### src/rtl/ahb_lite_apb_bridge_pkg.sv
// Shared encodings for the AHB-lite to APB4 bridge: response codes, transfer
// sizes, bridge FSM states and the HPROT->PPROT mapping.
package ahb_lite_apb_bridge_pkg;

  localparam logic [1:0] HRESP_OKAY  = 2'b00;
  localparam logic [1:0] HRESP_ERROR = 2'b01;

  localparam logic [2:0] HSIZE_BYTE = 3'b000;
  localparam logic [2:0] HSIZE_HALF = 3'b001;
  localparam logic [2:0] HSIZE_WORD = 3'b010;

  typedef enum logic [2:0] {
    ST_IDLE,
    ST_WCAP,
    ST_SETUP,
    ST_ACCESS,
    ST_ERR1,
    ST_ERR2
  } state_t;

  // APB privilege follows HPROT[1]; APB instruction bit is the inverse of HPROT[0] (data)
  function automatic logic [2:0] pprot_f(input logic [3:0] hprot);
    return {~hprot[0], 1'b1, hprot[1]};
  endfunction

endpackage

### src/rtl/ahb_lite_apb_bridge_strb.sv
// Combinational byte-strobe generation and alignment check for one AHB address phase.
// Strobes are forced to zero for reads.
module ahb_lite_apb_bridge_strb
  import ahb_lite_apb_bridge_pkg::*;
(
  input  logic [2:0] hsize_i,
  input  logic [1:0] addr_i,
  input  logic       hwrite_i,
  output logic [3:0] strb_o,
  output logic       illegal_o
);

  always_comb begin
    strb_o    = 4'h0;
    illegal_o = 1'b0;
    case (hsize_i)
      HSIZE_BYTE: strb_o = 4'b0001 << addr_i;
      HSIZE_HALF: begin
        strb_o    = 4'b0011 << {addr_i[1], 1'b0};
        illegal_o = addr_i[0];
      end
      HSIZE_WORD: begin
        strb_o    = 4'hF;
        illegal_o = |addr_i;
      end
      default: illegal_o = 1'b1;
    endcase
    if (!hwrite_i) strb_o = 4'h0;
  end

endmodule

### src/rtl/ahb_lite_apb_bridge.sv
// AHB-lite slave turning single transfers into APB4 accesses, one at a time, with
// registered outputs and a two-cycle ERROR for PSLVERR, timeout or illegal transfers.
module ahb_lite_apb_bridge
  import ahb_lite_apb_bridge_pkg::*;
#(
  parameter int P_ADDR_WIDTH = 16,
  parameter int P_TIMEOUT    = 0
) (
  input  logic                    HCLK,
  input  logic                    HRESET,
  input  logic                    HSEL,
  input  logic [31:0]             HADDR,
  input  logic [1:0]              HTRANS,
  input  logic                    HWRITE,
  input  logic [2:0]              HSIZE,
  input  logic [2:0]              HBURST,
  input  logic [3:0]              HPROT,
  input  logic [31:0]             HWDATA,
  input  logic                    HREADY,
  output logic [31:0]             HRDATA,
  output logic [1:0]              HRESP,
  output logic                    HREADYout,
  output logic [P_ADDR_WIDTH-1:0] PADDR,
  output logic                    PSEL,
  output logic                    PENABLE,
  output logic                    PWRITE,
  output logic [31:0]             PWDATA,
  output logic [3:0]              PSTRB,
  output logic [2:0]              PPROT,
  input  logic [31:0]             PRDATA,
  input  logic                    PREADY,
  input  logic                    PSLVERR
);

  localparam int CW = (P_TIMEOUT < 2) ? 1 : $clog2(P_TIMEOUT + 1);
  localparam logic [CW-1:0] CNT_LAST = CW'(P_TIMEOUT - 1);

  state_t                  state_q, state_d;
  logic [31:0]             hrdata_q, hrdata_d;
  logic [1:0]              hresp_q, hresp_d;
  logic                    hready_q, hready_d;
  logic [P_ADDR_WIDTH-1:0] paddr_q, paddr_d;
  logic                    psel_q, psel_d;
  logic                    penable_q, penable_d;
  logic                    pwrite_q, pwrite_d;
  logic [31:0]             pwdata_q, pwdata_d;
  logic [3:0]              pstrb_q, pstrb_d;
  logic [2:0]              pprot_q, pprot_d;
  logic [CW-1:0]           cnt_q, cnt_d;

  logic       acc;
  logic       illegal;
  logic [3:0] strb;
  logic       timeout_hit;
  logic       unused_ok;

  assign unused_ok = ^{HBURST, HPROT[3:2], HTRANS[0], HADDR};

  ahb_lite_apb_bridge_strb u_strb (
    .hsize_i   (HSIZE),
    .addr_i    (HADDR[1:0]),
    .hwrite_i  (HWRITE),
    .strb_o    (strb),
    .illegal_o (illegal)
  );

  assign acc         = HSEL & HREADY & HTRANS[1] & hready_q;
  assign timeout_hit = (P_TIMEOUT != 0) && (cnt_q == CNT_LAST);

  always_comb begin
    state_d   = state_q;
    hrdata_d  = hrdata_q;
    hresp_d   = hresp_q;
    hready_d  = hready_q;
    paddr_d   = paddr_q;
    psel_d    = psel_q;
    penable_d = penable_q;
    pwrite_d  = pwrite_q;
    pwdata_d  = pwdata_q;
    pstrb_d   = pstrb_q;
    pprot_d   = pprot_q;
    cnt_d     = cnt_q;
    case (state_q)
      // ERR2 is the HREADYout=1 half of an error, so it may accept a new transfer
      ST_IDLE, ST_ERR2: begin
        if (acc) begin
          hready_d = 1'b0;
          if (illegal) begin
            hresp_d = HRESP_ERROR;
            state_d = ST_ERR1;
          end else begin
            hresp_d  = HRESP_OKAY;
            paddr_d  = HADDR[P_ADDR_WIDTH-1:0];
            pwrite_d = HWRITE;
            pstrb_d  = strb;
            pprot_d  = pprot_f(HPROT);
            if (HWRITE) begin
              state_d = ST_WCAP;
            end else begin
              psel_d  = 1'b1;
              state_d = ST_SETUP;
            end
          end
        end else begin
          hready_d = 1'b1;
          hresp_d  = HRESP_OKAY;
          state_d  = ST_IDLE;
        end
      end
      ST_WCAP: begin
        pwdata_d = HWDATA;
        psel_d   = 1'b1;
        state_d  = ST_SETUP;
      end
      ST_SETUP: begin
        penable_d = 1'b1;
        cnt_d     = '0;
        state_d   = ST_ACCESS;
      end
      ST_ACCESS: begin
        if (PREADY || timeout_hit) begin
          psel_d    = 1'b0;
          penable_d = 1'b0;
          if (!PREADY || PSLVERR) begin
            hready_d = 1'b0;
            hresp_d  = HRESP_ERROR;
            state_d  = ST_ERR1;
          end else begin
            if (!pwrite_q) hrdata_d = PRDATA;
            hready_d = 1'b1;
            hresp_d  = HRESP_OKAY;
            state_d  = ST_IDLE;
          end
        end else if (cnt_q != '1) begin
          cnt_d = cnt_q + 1'b1;
        end
      end
      ST_ERR1: begin
        hready_d = 1'b1;
        hresp_d  = HRESP_ERROR;
        state_d  = ST_ERR2;
      end
      default: state_d = ST_IDLE;
    endcase
  end

  always_ff @(posedge HCLK or posedge HRESET) begin
    if (HRESET) begin
      state_q   <= ST_IDLE;
      hrdata_q  <= '0;
      hresp_q   <= HRESP_OKAY;
      hready_q  <= 1'b1;
      paddr_q   <= '0;
      psel_q    <= 1'b0;
      penable_q <= 1'b0;
      pwrite_q  <= 1'b0;
      pwdata_q  <= '0;
      pstrb_q   <= '0;
      pprot_q   <= '0;
      cnt_q     <= '0;
    end else begin
      state_q   <= state_d;
      hrdata_q  <= hrdata_d;
      hresp_q   <= hresp_d;
      hready_q  <= hready_d;
      paddr_q   <= paddr_d;
      psel_q    <= psel_d;
      penable_q <= penable_d;
      pwrite_q  <= pwrite_d;
      pwdata_q  <= pwdata_d;
      pstrb_q   <= pstrb_d;
      pprot_q   <= pprot_d;
      cnt_q     <= cnt_d;
    end
  end

  assign HRDATA    = hrdata_q;
  assign HRESP     = hresp_q;
  assign HREADYout = hready_q;
  assign PADDR     = paddr_q;
  assign PSEL      = psel_q;
  assign PENABLE   = penable_q;
  assign PWRITE    = pwrite_q;
  assign PWDATA    = pwdata_q;
  assign PSTRB     = pstrb_q;
  assign PPROT     = pprot_q;

endmodule

### config.mk
export PLATFORM = sky130hd
export DESIGN_NAME = ahb_lite_apb_bridge
export DESIGN_NICKNAME = d
export VERILOG_FILES = /design/src/rtl/ahb_lite_apb_bridge_pkg.sv /design/src/rtl/ahb_lite_apb_bridge_strb.sv /design/src/rtl/ahb_lite_apb_bridge.sv
export SDC_FILE = /design/constraint.sdc
export NUM_CORES = 1
export LEC_CHECK = 0
export ABC_AREA = 1
export BUFFER_PORTS_ARGS = -buffer_cell sky130_fd_sc_hd__buf_2
export CORE_AREA = 2 2 104 106
export DETAILED_ROUTE_END_ITERATION = 10
export DIE_AREA = 0 0 106 108
export PLACE_DENSITY = 0.74
export SYNTH_ARGS = -nofsm -noshare
export SYNTH_HDL_FRONTEND = slang
export SYNTH_HIERARCHICAL = 1
export SYNTH_SLANG_ARGS = --single-unit
### constraint.sdc
create_clock -name HCLK -period 3.76 [get_ports HCLK]
set_input_delay 1.128 -clock HCLK [delete_from_list [all_inputs] [get_ports HCLK]]
set_output_delay 1.128 -clock HCLK [all_outputs]
set_load 0.05 [all_outputs]
==> flow_results.xml, run 1 <==
<?xml version="1.0" encoding="UTF-8"?>
<metrics>
  <group name="pwr">
    <metric name="power.share.clock" unit="">0.121</metric>
    <metric name="combinationalPowerShare" unit="">0.555</metric>
    <metric name="power_leakage" unit="nW">3.24</metric>
    <metric name="sequentialPowerShare" unit="">0.324</metric>
    <metric name="sw_frac_of_total" unit="">0.542</metric>
    <metric name="power.ir.vdd_worst" unit="V">0.000420</metric>
    <metric name="p_sw" unit="mW">2.88</metric>
    <metric name="pwr_density_cell" unit="mW/mm^2">1000</metric>
    <metric name="power_report.internal_total" unit="mW">2.44</metric>
  </group>
  <group name="floorplanning">
    <metric name="die_h" unit="um">108</metric>
    <metric name="core" unit="sq mm">0.0102</metric>
    <metric name="floorplan.initialDensity" unit="">0.403</metric>
    <metric name="design.die.area" unit="sq mm">0.0114</metric>
    <metric name="fp.dieW" unit="um">106</metric>
    <metric name="floorplan.io_pins" unit="">208</metric>
    <metric name="row_count" unit="">37</metric>
  </group>
  <group name="clocking">
    <metric name="cts.htree.levels" unit="">3</metric>
    <metric name="insertion_delay" unit="ns">0.35</metric>
    <metric name="cts_resizes" unit="">0</metric>
    <metric name="cts_buffers" unit="">9</metric>
    <metric name="clock_tree_root" unit="">sky130_fd_sc_hd__clkbuf_8</metric>
    <metric name="postCtsSetupRepairBufs" unit="">0</metric>
    <metric name="cts_hold_buffers" unit="">0</metric>
    <metric name="clk_path_buf_depth" unit="">2</metric>
    <metric name="clk_pin_slew" unit="ns">0.09</metric>
    <metric name="cts_sink_count" unit="">95</metric>
    <metric name="cts_tree" unit="">built</metric>
  </group>
  <group name="route">
    <metric name="wl" unit="mm">9.56</metric>
    <metric name="initialDrtViolationCount" unit="">188</metric>
    <metric name="drt_pass1_iterations" unit="">4</metric>
    <metric name="antenna_violating_nets_post_route" unit="">0</metric>
    <metric name="num_vias" unit="">3543</metric>
    <metric name="drc_errors" unit="">0</metric>
    <metric name="average_routed_wire_per_standard_cell" unit="um">11.9</metric>
    <metric name="vias_per_cell" unit="">4.43</metric>
  </group>
  <group name="sta">
    <metric name="clock-skew-final" unit="ns">0.0127</metric>
    <metric name="post_route_fraction_of_the_period_consumed_by_the_critical_path" unit="">0.609</metric>
    <metric name="fin_setup_tns" unit="ns">0</metric>
    <metric name="fmax" unit="GHz">0.437</metric>
    <metric name="slew_headroom" unit="">0.497</metric>
    <metric name="worst_slew_pin_slew" unit="ns">0.754</metric>
    <metric name="final_max_slew_viol_count" unit="">0</metric>
    <metric name="hold_viol_final" unit="">0</metric>
    <metric name="finalSetupViolations" unit="">0</metric>
    <metric name="rsz0062_at_grt" unit="">false</metric>
    <metric name="layout_min_cycle_time" unit="ns">2.29</metric>
    <metric name="hold-worst-slack" unit="ns">0.469</metric>
  </group>
  <group name="grt">
    <metric name="met1_track_demand_over_resource" unit="">0.200</metric>
    <metric name="grt_antenna_before_repair" unit="">0</metric>
    <metric name="globalRoute.busiestLayer" unit="">met2</metric>
    <metric name="global_route.usage.total" unit="">0.169</metric>
    <metric name="maximum_number_of_pins_on_one_net_before_global_route_repair" unit="">65</metric>
    <metric name="global_route.overflow_total" unit="">0</metric>
    <metric name="global_route.usage.met3" unit="">0.0307</metric>
    <metric name="number_of_global_route_vias_before_repair" unit="">3484</metric>
    <metric name="global_route_met2_usage" unit="">0.305</metric>
    <metric name="grt_first_pass_wirelength" unit="mm">15.5</metric>
  </group>
  <group name="status">
    <metric name="run_status" unit="">completed</metric>
  </group>
  <group name="cells_and_area">
    <metric name="layout.nets" unit="">774</metric>
    <metric name="fin_cells" unit="">800</metric>
    <metric name="area_growth_syn_to_layout" unit="%">28.8</metric>
    <metric name="post_route_cells_drive_above_1_share" unit="">0.375</metric>
    <metric name="n_fill_cell" unit="">959</metric>
    <metric name="antennaDiodeCount" unit="">0</metric>
  </group>
  <group name="critical_path">
    <metric name="cp_num_buf_inv" unit="">1</metric>
    <metric name="cpLargestDelayFamily" unit="">flip-flops</metric>
    <metric name="r2r_end" unit="">PWRITE</metric>
    <metric name="ordered_list_of_cells_on_the_worst_path" unit="">buf_2</metric>
    <metric name="cp-end-kind" unit="">output pin</metric>
    <metric name="cp_slowest_cell" unit="">sky130_fd_sc_hd__dfstp_2</metric>
    <metric name="setup.worst_path.start_class" unit="">flop</metric>
    <metric name="critical_path_class" unit="">flop to output pin</metric>
    <metric name="rr_worst_depth" unit="">6</metric>
    <metric name="rrSetupSlack" unit="ns">2.04</metric>
    <metric name="critical_path_required" unit="ns">2.63</metric>
    <metric name="slowest_delay" unit="ns">0.55</metric>
    <metric name="critPathArrivalTime" unit="ns">1.16</metric>
    <metric name="crit-reg2reg-launch" unit="">HREADYout</metric>
    <metric name="cp_max_fo" unit="">3</metric>
  </group>
  <group name="synth">
    <metric name="synth.net_count" unit="">594</metric>
    <metric name="register_bit_count_reported_by_yosys" unit="">95</metric>
    <metric name="synth_top_flop_cell" unit="">sky130_fd_sc_hd__dfrtp_1</metric>
    <metric name="netlist_top_cells_area" unit="">sky130_fd_sc_hd__dfrtp_1 (57%), sky130_fd_sc_hd__nand2_1 (21%), sky130_fd_sc_hd__o21ai_2 (6.4%)</metric>
    <metric name="synth.yosys.seq_area_share" unit="">0.577</metric>
    <metric name="number_of_synthesized_flops_with_an_enable_pin" unit="">0</metric>
    <metric name="yosys_warnings" unit="">6</metric>
    <metric name="syn-cell-area" unit="sq mm">0.00413</metric>
    <metric name="synth_largest_area_cell" unit="">sky130_fd_sc_hd__dfrtp_1</metric>
    <metric name="synth_cells" unit="">479</metric>
    <metric name="synth.distinct_cells" unit="">24</metric>
    <metric name="synth_async_sr_flop_share" unit="">1.00</metric>
    <metric name="synthDominantCellAreaShare" unit="">0.570</metric>
    <metric name="synth.avg_cell_area" unit="sq um">8.61</metric>
  </group>
  <group name="placement">
    <metric name="hpwlAfterDp" unit="mm">6.96</metric>
    <metric name="port-buffer-count" unit="">184</metric>
    <metric name="finalWeightedCongestion" unit="">0.834</metric>
    <metric name="dpl.cell_count" unit="">784</metric>
  </group>
  <group name="hold_path">
    <metric name="hold_path_class" unit="">flop to flop</metric>
    <metric name="worst_hold_path.endpoint" unit="">PWDATA[31]</metric>
    <metric name="hold_path_startpoint" unit="">PWDATA[31]</metric>
    <metric name="whs_path_depth" unit="">2</metric>
  </group>
  <group name="flow_run">
    <metric name="drv.max_cap_violation_count" unit="">0</metric>
  </group>
</metrics>
[worst reg2reg max path: stages, from the launching register on]
cell	delay (ns)
sky130_fd_sc_hd__dfstp_2	0.55
sky130_fd_sc_hd__nand2_1	0.08
sky130_fd_sc_hd__nor2_2	0.17
sky130_fd_sc_hd__nand2_1	0.12
sky130_fd_sc_hd__nor2_4	0.46
sky130_fd_sc_hd__nand2_1	0.14
sky130_fd_sc_hd__o21ai_0	0.11
[layer usage]
metal / vias up / wire length, um
li1: 1790 / -
met1: 1613 / 4090
met2: 129 / 4750
met3: 11 / 563
met4: 0 / 155
met5: - / 0
[per-stage QoR]
step                      setup WS, ns  power [mW]  utilization  area [sq um]
after floorplan                  0.157        4.02            -          4130
after global placement            1.18        4.64        0.500          5120
after detailed placement          1.18        4.72        0.500          5120
after CTS                         1.44        5.37        0.519          5310
after global routing              1.32        5.65        0.519          5310
final                             1.47        5.33        0.519          5310
[layout make-up]
| cell class | instances | area [sq um] | share of cell area |
|---|---|---|---|
| sequential | 95 | 2380 | 0.448 |
| timing repair buffer | 187 | 956 | 0.180 |
| multi-input combinational | 313 | 1410 | 0.265 |
| inverter | 53 | 201 | 0.0379 |
| clock inverter | 2 | 12.5 | 0.00236 |
| clock buffer | 14 | 183 | 0.0344 |
| tap | 136 | 170 | 0.0320 |
[power groups by stage]
stage               clock (mW)  sequential [mW]  combinational (mW)
finish                   0.643             1.73                2.96
detailed placement           0             1.74                2.98
global route             0.702             1.79                3.16
global placement             0             1.72                2.93
CTS                      0.669             1.73                2.98
floorplan                    0             3.29               0.727
[synth_stat cells, types with 2 or more instances]
library cell / n
sky130_fd_sc_hd__nand2_1: 230
sky130_fd_sc_hd__buf_2: 8
sky130_fd_sc_hd__nor2_1: 17
sky130_fd_sc_hd__nand3_1: 11
sky130_fd_sc_hd__inv_2: 3
sky130_fd_sc_hd__dfrtp_1: 94
sky130_fd_sc_hd__o21ai_0: 5
sky130_fd_sc_hd__nor2_2: 5
sky130_fd_sc_hd__buf_6: 6
sky130_fd_sc_hd__o21ai_1: 2
sky130_fd_sc_hd__o21ai_2: 30
sky130_fd_sc_hd__buf_4: 4
sky130_fd_sc_hd__nand2_2: 4
sky130_fd_sc_hd__inv_1: 50
[how the worst max path moves through the flow]
| stage | from | to | slack, ns | cells past startpoint |
|---|---|---|---|---|
| 6_report | HREADYout | HREADYout | 1.47 | 1 |
| 5_1_grt | HSIZE[0] | PWRITE | 1.32 | 11 |
| 4_1_cts | HREADYout | HREADYout | 1.44 | 1 |
| 3_5_place_dp | HSIZE[0] | PWRITE | 1.18 | 11 |
| 3_3_place_gp | HSIZE[0] | PWRITE | 1.18 | 11 |
| 2_1_floorplan | HRESET | HRDATA[0] | 0.16 | 1 |
[cells in the final DEF (no fill, tap or decap), drive strengths merged, types with 13 or more instances in the layout]
cell type,Yosys,routed
nand2,234,234
buf,18,187
dfrtp,94,94
inv,53,53
o21ai,37,37
nor2,23,23
clkbuf,0,14
nand3,13,13
[cell families (layout without fill, tap and decap cells)]
kind of cell           Yosys count  after routing  synth area share
buffers and inverters           71            256            0.0816
AOI/OAI and AO/OA               39             39            0.0752
other                            1              1          0.000909
DFF                             95             95             0.577
and+or+nand+nor                273            273             0.266
[sequential cells by signal, indices dropped and copies added, names as in the netlist]
name,flops
HRDATA,32
PWDATA,32
PADDR,16
PSTRB,4
PPROT,3
state_q,3
HREADYout,1
HRESP,1
PENABLE,1
PSEL,1
PWRITE,1
No activity file was read; power rests on OpenSTA's default activity.
==> run 2, diff against run 1 <==
clock period = 2.1 ns   (was 3.76 ns; I/O delays follow)
==> flow_results.xml, run 2 (synthesized netlist as in run 1, its figures left out) <==
<?xml version="1.0" encoding="UTF-8"?>
<metrics>
  <group name="clocking">
    <metric name="cts_hold_buffers" unit="">0</metric>
    <metric name="cts_tree" unit="">built</metric>
    <metric name="clock_tree_root" unit="">sky130_fd_sc_hd__clkbuf_8</metric>
    <metric name="cts_sink_count" unit="">95</metric>
    <metric name="clk_pin_slew" unit="ns">0.09</metric>
    <metric name="cts_buffers" unit="">9</metric>
    <metric name="postCtsSetupRepairBufs" unit="">0</metric>
    <metric name="insertion_delay" unit="ns">0.35</metric>
    <metric name="cts_resizes" unit="">0</metric>
    <metric name="clk_path_buf_depth" unit="">2</metric>
    <metric name="cts.htree.levels" unit="">3</metric>
  </group>
  <group name="sta">
    <metric name="hold_viol_final" unit="">0</metric>
    <metric name="rsz0062_at_grt" unit="">false</metric>
    <metric name="final_max_slew_viol_count" unit="">0</metric>
    <metric name="worst_slew_pin_slew" unit="ns">0.515</metric>
    <metric name="fmax" unit="GHz">0.560</metric>
    <metric name="clock-skew-final" unit="ns">0.00690</metric>
    <metric name="slew_headroom" unit="">0.656</metric>
    <metric name="finalSetupViolations" unit="">0</metric>
    <metric name="post_route_fraction_of_the_period_consumed_by_the_critical_path" unit="">0.850</metric>
    <metric name="fin_setup_tns" unit="ns">0</metric>
    <metric name="layout_min_cycle_time" unit="ns">1.79</metric>
    <metric name="hold-worst-slack" unit="ns">0.153</metric>
  </group>
  <group name="grt">
    <metric name="global_route.usage.total" unit="">0.171</metric>
    <metric name="maximum_number_of_pins_on_one_net_before_global_route_repair" unit="">93</metric>
    <metric name="grt_antenna_before_repair" unit="">0</metric>
    <metric name="number_of_global_route_vias_before_repair" unit="">3519</metric>
    <metric name="grt_first_pass_wirelength" unit="mm">15.6</metric>
    <metric name="global_route.overflow_total" unit="">0</metric>
  </group>
  <group name="cells_and_area">
    <metric name="layout.nets" unit="">775</metric>
    <metric name="area_growth_syn_to_layout" unit="%">30.8</metric>
    <metric name="final_common_cell" unit="">sky130_fd_sc_hd__nand2_1</metric>
    <metric name="fin_cells" unit="">801</metric>
    <metric name="most_used_cells_in_the_layout_excluding_fill_and_tap_cells" unit="">sky130_fd_sc_hd__nand2_1 (230), sky130_fd_sc_hd__buf_2 (184), sky130_fd_sc_hd__dfrtp_1 (94)</metric>
    <metric name="antennaDiodeCount" unit="">0</metric>
    <metric name="final_util" unit="">0.528</metric>
    <metric name="post_route_cells_drive_above_1_share" unit="">0.374</metric>
  </group>
  <group name="route">
    <metric name="vias_per_cell" unit="">4.41</metric>
    <metric name="drt_pass1_iterations" unit="">4</metric>
    <metric name="drc_errors" unit="">0</metric>
    <metric name="num_vias" unit="">3532</metric>
    <metric name="initialDrtViolationCount" unit="">233</metric>
    <metric name="wl" unit="mm">9.51</metric>
    <metric name="average_routed_wire_per_standard_cell" unit="um">11.9</metric>
    <metric name="antenna_violating_nets_post_route" unit="">0</metric>
  </group>
  <group name="placement">
    <metric name="finalWeightedCongestion" unit="">0.792</metric>
    <metric name="port-buffer-count" unit="">184</metric>
    <metric name="hpwlAfterDp" unit="mm">7.02</metric>
    <metric name="dpl.cell_count" unit="">785</metric>
  </group>
  <group name="critical_path">
    <metric name="setup.worst_path.start_class" unit="">flop</metric>
    <metric name="slowest_delay" unit="ns">0.55</metric>
    <metric name="cp_num_buf_inv" unit="">1</metric>
    <metric name="rrSetupSlack" unit="ns">0.45</metric>
    <metric name="cpLargestDelayFamily" unit="">flip-flops</metric>
    <metric name="crit-reg2reg-launch" unit="">HREADYout</metric>
    <metric name="ordered_list_of_cells_on_the_worst_path" unit="">buf_2</metric>
    <metric name="critical_path_required" unit="ns">1.47</metric>
    <metric name="r2r_end" unit="">PWRITE</metric>
    <metric name="rr_worst_depth" unit="">6</metric>
    <metric name="cp_max_fo" unit="">3</metric>
    <metric name="critPathArrivalTime" unit="ns">1.16</metric>
    <metric name="critical_path_class" unit="">flop to output pin</metric>
    <metric name="cp_slowest_cell" unit="">sky130_fd_sc_hd__dfstp_2</metric>
    <metric name="cp-end-kind" unit="">output pin</metric>
    <metric name="worst_setup_path_startpoint" unit="">HREADYout</metric>
    <metric name="worst-path-stages" unit="">1</metric>
    <metric name="worstSetupEndpoint" unit="">HREADYout</metric>
  </group>
  <group name="pwr">
    <metric name="sequentialPowerShare" unit="">0.311</metric>
    <metric name="power.share.clock" unit="">0.154</metric>
    <metric name="sw_frac_of_total" unit="">0.523</metric>
    <metric name="report.power.total" unit="mW">9.94</metric>
    <metric name="power_leakage" unit="nW">3.27</metric>
    <metric name="power.ir.vdd_worst" unit="V">0.00110</metric>
    <metric name="power_report.internal_total" unit="mW">4.74</metric>
    <metric name="p_sw" unit="mW">5.20</metric>
    <metric name="pwr_density_cell" unit="mW/mm^2">1840</metric>
    <metric name="combinationalPowerShare" unit="">0.534</metric>
  </group>
  <group name="floorplanning">
    <metric name="row_count" unit="">37</metric>
    <metric name="die_h" unit="um">108</metric>
    <metric name="design.die.area" unit="sq mm">0.0114</metric>
    <metric name="core" unit="sq mm">0.0102</metric>
    <metric name="floorplan.initialDensity" unit="">0.403</metric>
    <metric name="fp.dieW" unit="um">106</metric>
    <metric name="floorplan.io_pins" unit="">208</metric>
  </group>
  <group name="hold_path">
    <metric name="hold_path_class" unit="">input port to asynchronous set/reset pin</metric>
  </group>
  <group name="flow_run">
    <metric name="drv.max_cap_violation_count" unit="">0</metric>
  </group>
  <group name="status">
    <metric name="run_status" unit="">completed</metric>
  </group>
</metrics>
run 2: cell type report:
class	count	area, sq um
Clock inverter	5	129
Clock buffer	11	131
Fill cell	965	4830
Tap cell	136	170
Multi-Input combinational cell	313	1410
Inverter	53	203
Sequential cell	95	2380
Timing Repair Buffer	188	976
run 2: how the worst min path moves through the flow:
stage | startpoint | to | slack, ns
5_1_grt | HRESET | HRDATA[21] | 0.13
6_report | HRESET | HRDATA[19] | 0.15
4_1_cts | HRESET | HRDATA[19] | 0.13
3_3_place_gp | PPROT[1] | PPROT[1] | 0.44
2_1_floorplan | state_q[2] | PENABLE | 0.57
3_5_place_dp | PPROT[1] | PPROT[1] | 0.45
run 2: per-layer routing:
metal	vias to the layer above	wire length, um	track usage	share of wire
li1	1791	-	-	-
met1	1579	4180	0.217	0.44
met2	149	4410	0.287	0.46
met3	13	754	0.0386	0.079
met4	0	161	0.0695	0.017
met5	-	0	0	0
run 2: per-stage QoR:
stage	setup slack, ns	area, sq um
detailed placement	0.0155	5140
global placement	0.0887	5140
global route	0.202	5400
CTS	0.284	5400
finish	0.315	5400
floorplan	0.351	4130
run 2: power by group through the flow:
stage,combinational [mW],sequential (mW),clock [mW]
floorplan,1.30,5.89,0
finish,5.31,3.09,1.53
CTS,5.36,3.10,1.59
detailed placement,5.36,3.12,0
global placement,5.28,3.08,0
global route,5.71,3.19,1.66
==> run 3, diff against run 2 <==
CORE_AREA = 2 2 99 101   (was 2 2 104 106)
DIE_AREA = 0 0 101 103   (was 0 0 106 108)
PLACE_DENSITY = 0.78   (was 0.74)
clock period = 1.74 ns   (was 2.1 ns; I/O delays follow)
==> flow_results.xml, run 3 (synthesized netlist as in run 1, its figures left out) <==
<?xml version="1.0" encoding="UTF-8"?>
<metrics>
  <group name="sta">
    <metric name="rsz0062_at_grt" unit="">false</metric>
    <metric name="hold-worst-slack" unit="ns">0.257</metric>
    <metric name="post_route_fraction_of_the_period_consumed_by_the_critical_path" unit="">0.966</metric>
    <metric name="layout_min_cycle_time" unit="ns">1.68</metric>
    <metric name="slew_headroom" unit="">0.656</metric>
    <metric name="fmax" unit="GHz">0.595</metric>
    <metric name="worst_slew_pin_slew" unit="ns">0.515</metric>
    <metric name="final_max_slew_viol_count" unit="">0</metric>
    <metric name="finalSetupViolations" unit="">0</metric>
    <metric name="hold_viol_final" unit="">0</metric>
    <metric name="clock-skew-final" unit="ns">0.00988</metric>
  </group>
  <group name="route">
    <metric name="vias_per_cell" unit="">4.52</metric>
    <metric name="num_vias" unit="">3558</metric>
    <metric name="drc_errors" unit="">0</metric>
    <metric name="initialDrtViolationCount" unit="">128</metric>
    <metric name="wl" unit="mm">9.69</metric>
    <metric name="antenna_violating_nets_post_route" unit="">0</metric>
    <metric name="drt_pass1_iterations" unit="">4</metric>
    <metric name="average_routed_wire_per_standard_cell" unit="um">12.3</metric>
  </group>
  <group name="clocking">
    <metric name="clk_pin_slew" unit="ns">0.09</metric>
    <metric name="cts_buffers" unit="">9</metric>
    <metric name="cts_tree" unit="">built</metric>
    <metric name="postCtsSetupRepairBufs" unit="">0</metric>
    <metric name="cts_resizes" unit="">0</metric>
    <metric name="insertion_delay" unit="ns">0.35</metric>
    <metric name="clk_path_buf_depth" unit="">2</metric>
    <metric name="cts.htree.levels" unit="">3</metric>
    <metric name="cts_hold_buffers" unit="">0</metric>
    <metric name="cts_sink_count" unit="">95</metric>
    <metric name="clock_tree_root" unit="">sky130_fd_sc_hd__clkbuf_8</metric>
  </group>
  <group name="grt">
    <metric name="grt_antenna_before_repair" unit="">0</metric>
    <metric name="global_route.overflow_total" unit="">0</metric>
    <metric name="number_of_global_route_vias_before_repair" unit="">3258</metric>
    <metric name="global_route.usage.total" unit="">0.178</metric>
    <metric name="grt_first_pass_wirelength" unit="mm">14.8</metric>
    <metric name="maximum_number_of_pins_on_one_net_before_global_route_repair" unit="">67</metric>
  </group>
  <group name="critical_path">
    <metric name="rrSetupSlack" unit="ns">0.25</metric>
    <metric name="setup.worst_path.start_class" unit="">flop</metric>
    <metric name="worstSetupEndpoint" unit="">HREADYout</metric>
    <metric name="critical_path_required" unit="ns">1.22</metric>
    <metric name="worst_setup_path_startpoint" unit="">HREADYout</metric>
    <metric name="cpLargestDelayFamily" unit="">flip-flops</metric>
    <metric name="rr_worst_depth" unit="">7</metric>
    <metric name="critPathArrivalTime" unit="ns">1.16</metric>
    <metric name="slowest_delay" unit="ns">0.55</metric>
    <metric name="cp_slowest_cell" unit="">sky130_fd_sc_hd__dfstp_2</metric>
    <metric name="cp_max_fo" unit="">3</metric>
    <metric name="worst-path-stages" unit="">1</metric>
    <metric name="critical_path_class" unit="">flop to output pin</metric>
    <metric name="cp_num_buf_inv" unit="">1</metric>
    <metric name="r2r_end" unit="">PWRITE</metric>
    <metric name="ordered_list_of_cells_on_the_worst_path" unit="">buf_2</metric>
    <metric name="crit-reg2reg-launch" unit="">HREADYout</metric>
    <metric name="cp-end-kind" unit="">output pin</metric>
  </group>
  <group name="pwr">
    <metric name="sw_frac_of_total" unit="">0.528</metric>
    <metric name="report.power.total" unit="mW">11.9</metric>
    <metric name="power.share.clock" unit="">0.148</metric>
    <metric name="p_sw" unit="mW">6.31</metric>
    <metric name="power_report.internal_total" unit="mW">5.63</metric>
    <metric name="sequentialPowerShare" unit="">0.313</metric>
    <metric name="power_leakage" unit="nW">3.32</metric>
    <metric name="pwr_density_cell" unit="mW/mm^2">2190</metric>
    <metric name="combinationalPowerShare" unit="">0.539</metric>
    <metric name="power.ir.vdd_worst" unit="V">0.00122</metric>
  </group>
  <group name="placement">
    <metric name="hpwlAfterDp" unit="mm">7.34</metric>
    <metric name="finalWeightedCongestion" unit="">0.898</metric>
    <metric name="port-buffer-count" unit="">184</metric>
    <metric name="dpl.cell_count" unit="">771</metric>
  </group>
  <group name="cells_and_area">
    <metric name="layout.nets" unit="">783</metric>
    <metric name="most_used_cells_in_the_layout_excluding_fill_and_tap_cells" unit="">sky130_fd_sc_hd__nand2_1 (230), sky130_fd_sc_hd__buf_2 (184), sky130_fd_sc_hd__dfrtp_1 (94)</metric>
    <metric name="post_route_cells_drive_above_1_share" unit="">0.385</metric>
    <metric name="area_growth_syn_to_layout" unit="%">32.1</metric>
    <metric name="final_common_cell" unit="">sky130_fd_sc_hd__nand2_1</metric>
    <metric name="antennaDiodeCount" unit="">0</metric>
    <metric name="fin_cells" unit="">787</metric>
    <metric name="final_util" unit="">0.576</metric>
  </group>
  <group name="floorplanning">
    <metric name="floorplan.initialDensity" unit="">0.436</metric>
    <metric name="die_h" unit="um">103</metric>
    <metric name="floorplan.io_pins" unit="">208</metric>
    <metric name="core" unit="sq mm">0.00946</metric>
    <metric name="design.die.area" unit="sq mm">0.0104</metric>
    <metric name="fp.dieW" unit="um">101</metric>
    <metric name="row_count" unit="">36</metric>
  </group>
  <group name="flow_run">
    <metric name="drv.max_cap_violation_count" unit="">0</metric>
  </group>
  <group name="hold_path">
    <metric name="hold_path_class" unit="">input port to asynchronous set/reset pin</metric>
  </group>
  <group name="status">
    <metric name="run_status" unit="">completed</metric>
  </group>
</metrics>
-- run 3: worst min path at each step --
stage                       to  startpoint  slack, ns  cells after the start
floorplan              PENABLE  state_q[2]       0.57                      2
global placement      PPROT[1]    PPROT[1]       0.44                      1
detailed placement   PWDATA[3]   PWDATA[3]       0.45                      2
CTS                 HRDATA[22]      HRESET       0.25                      3
global route         HRDATA[0]      HRESET       0.27                      3
finish               PADDR[12]      HRESET       0.26                      3
-- run 3: area by class of cell --
class,count,area (sq um)
fill,884,4010
inverter,53,203
multi-input combinational,313,1410
clock inverter,6,115
tap,114,143
timing repair buffer,196,1060
sequential,95,2380
clock buffer,10,138
-- run 3: layer usage --
| metal | GRT usage | share of wire | vias up |
|---|---|---|---|
| li1 | - | - | 1810 |
| met3 | 0.0332 | 0.062 | 15 |
| met4 | 0.0748 | 0.018 | 0 |
| met1 | 0.228 | 0.42 | 1603 |
| met5 | 0 | 0 | - |
| met2 | 0.300 | 0.50 | 130 |
-- run 3: power by group through the flow --
stage               sequential [mW]  combinational [mW]  clock [mW]
floorplan                      7.11                1.57           0
global placement               3.71                6.36           0
detailed placement             3.77                6.51           0
CTS                            3.75                6.50        1.83
global route                   3.87                6.87        1.91
finish                         3.74                6.43        1.76
-- run 3: stage by stage --
stage               setup slack, ns  TNS (ns)  instance area [sq um]
finish                       0.0598         0                   5450
global route                 0.0111         0                   5450
CTS                          0.0285         0                   5450
detailed placement          -0.0392   -0.0553                   5190
global placement             0.0200         0                   5190
floorplan                    0.0991         0                   4130
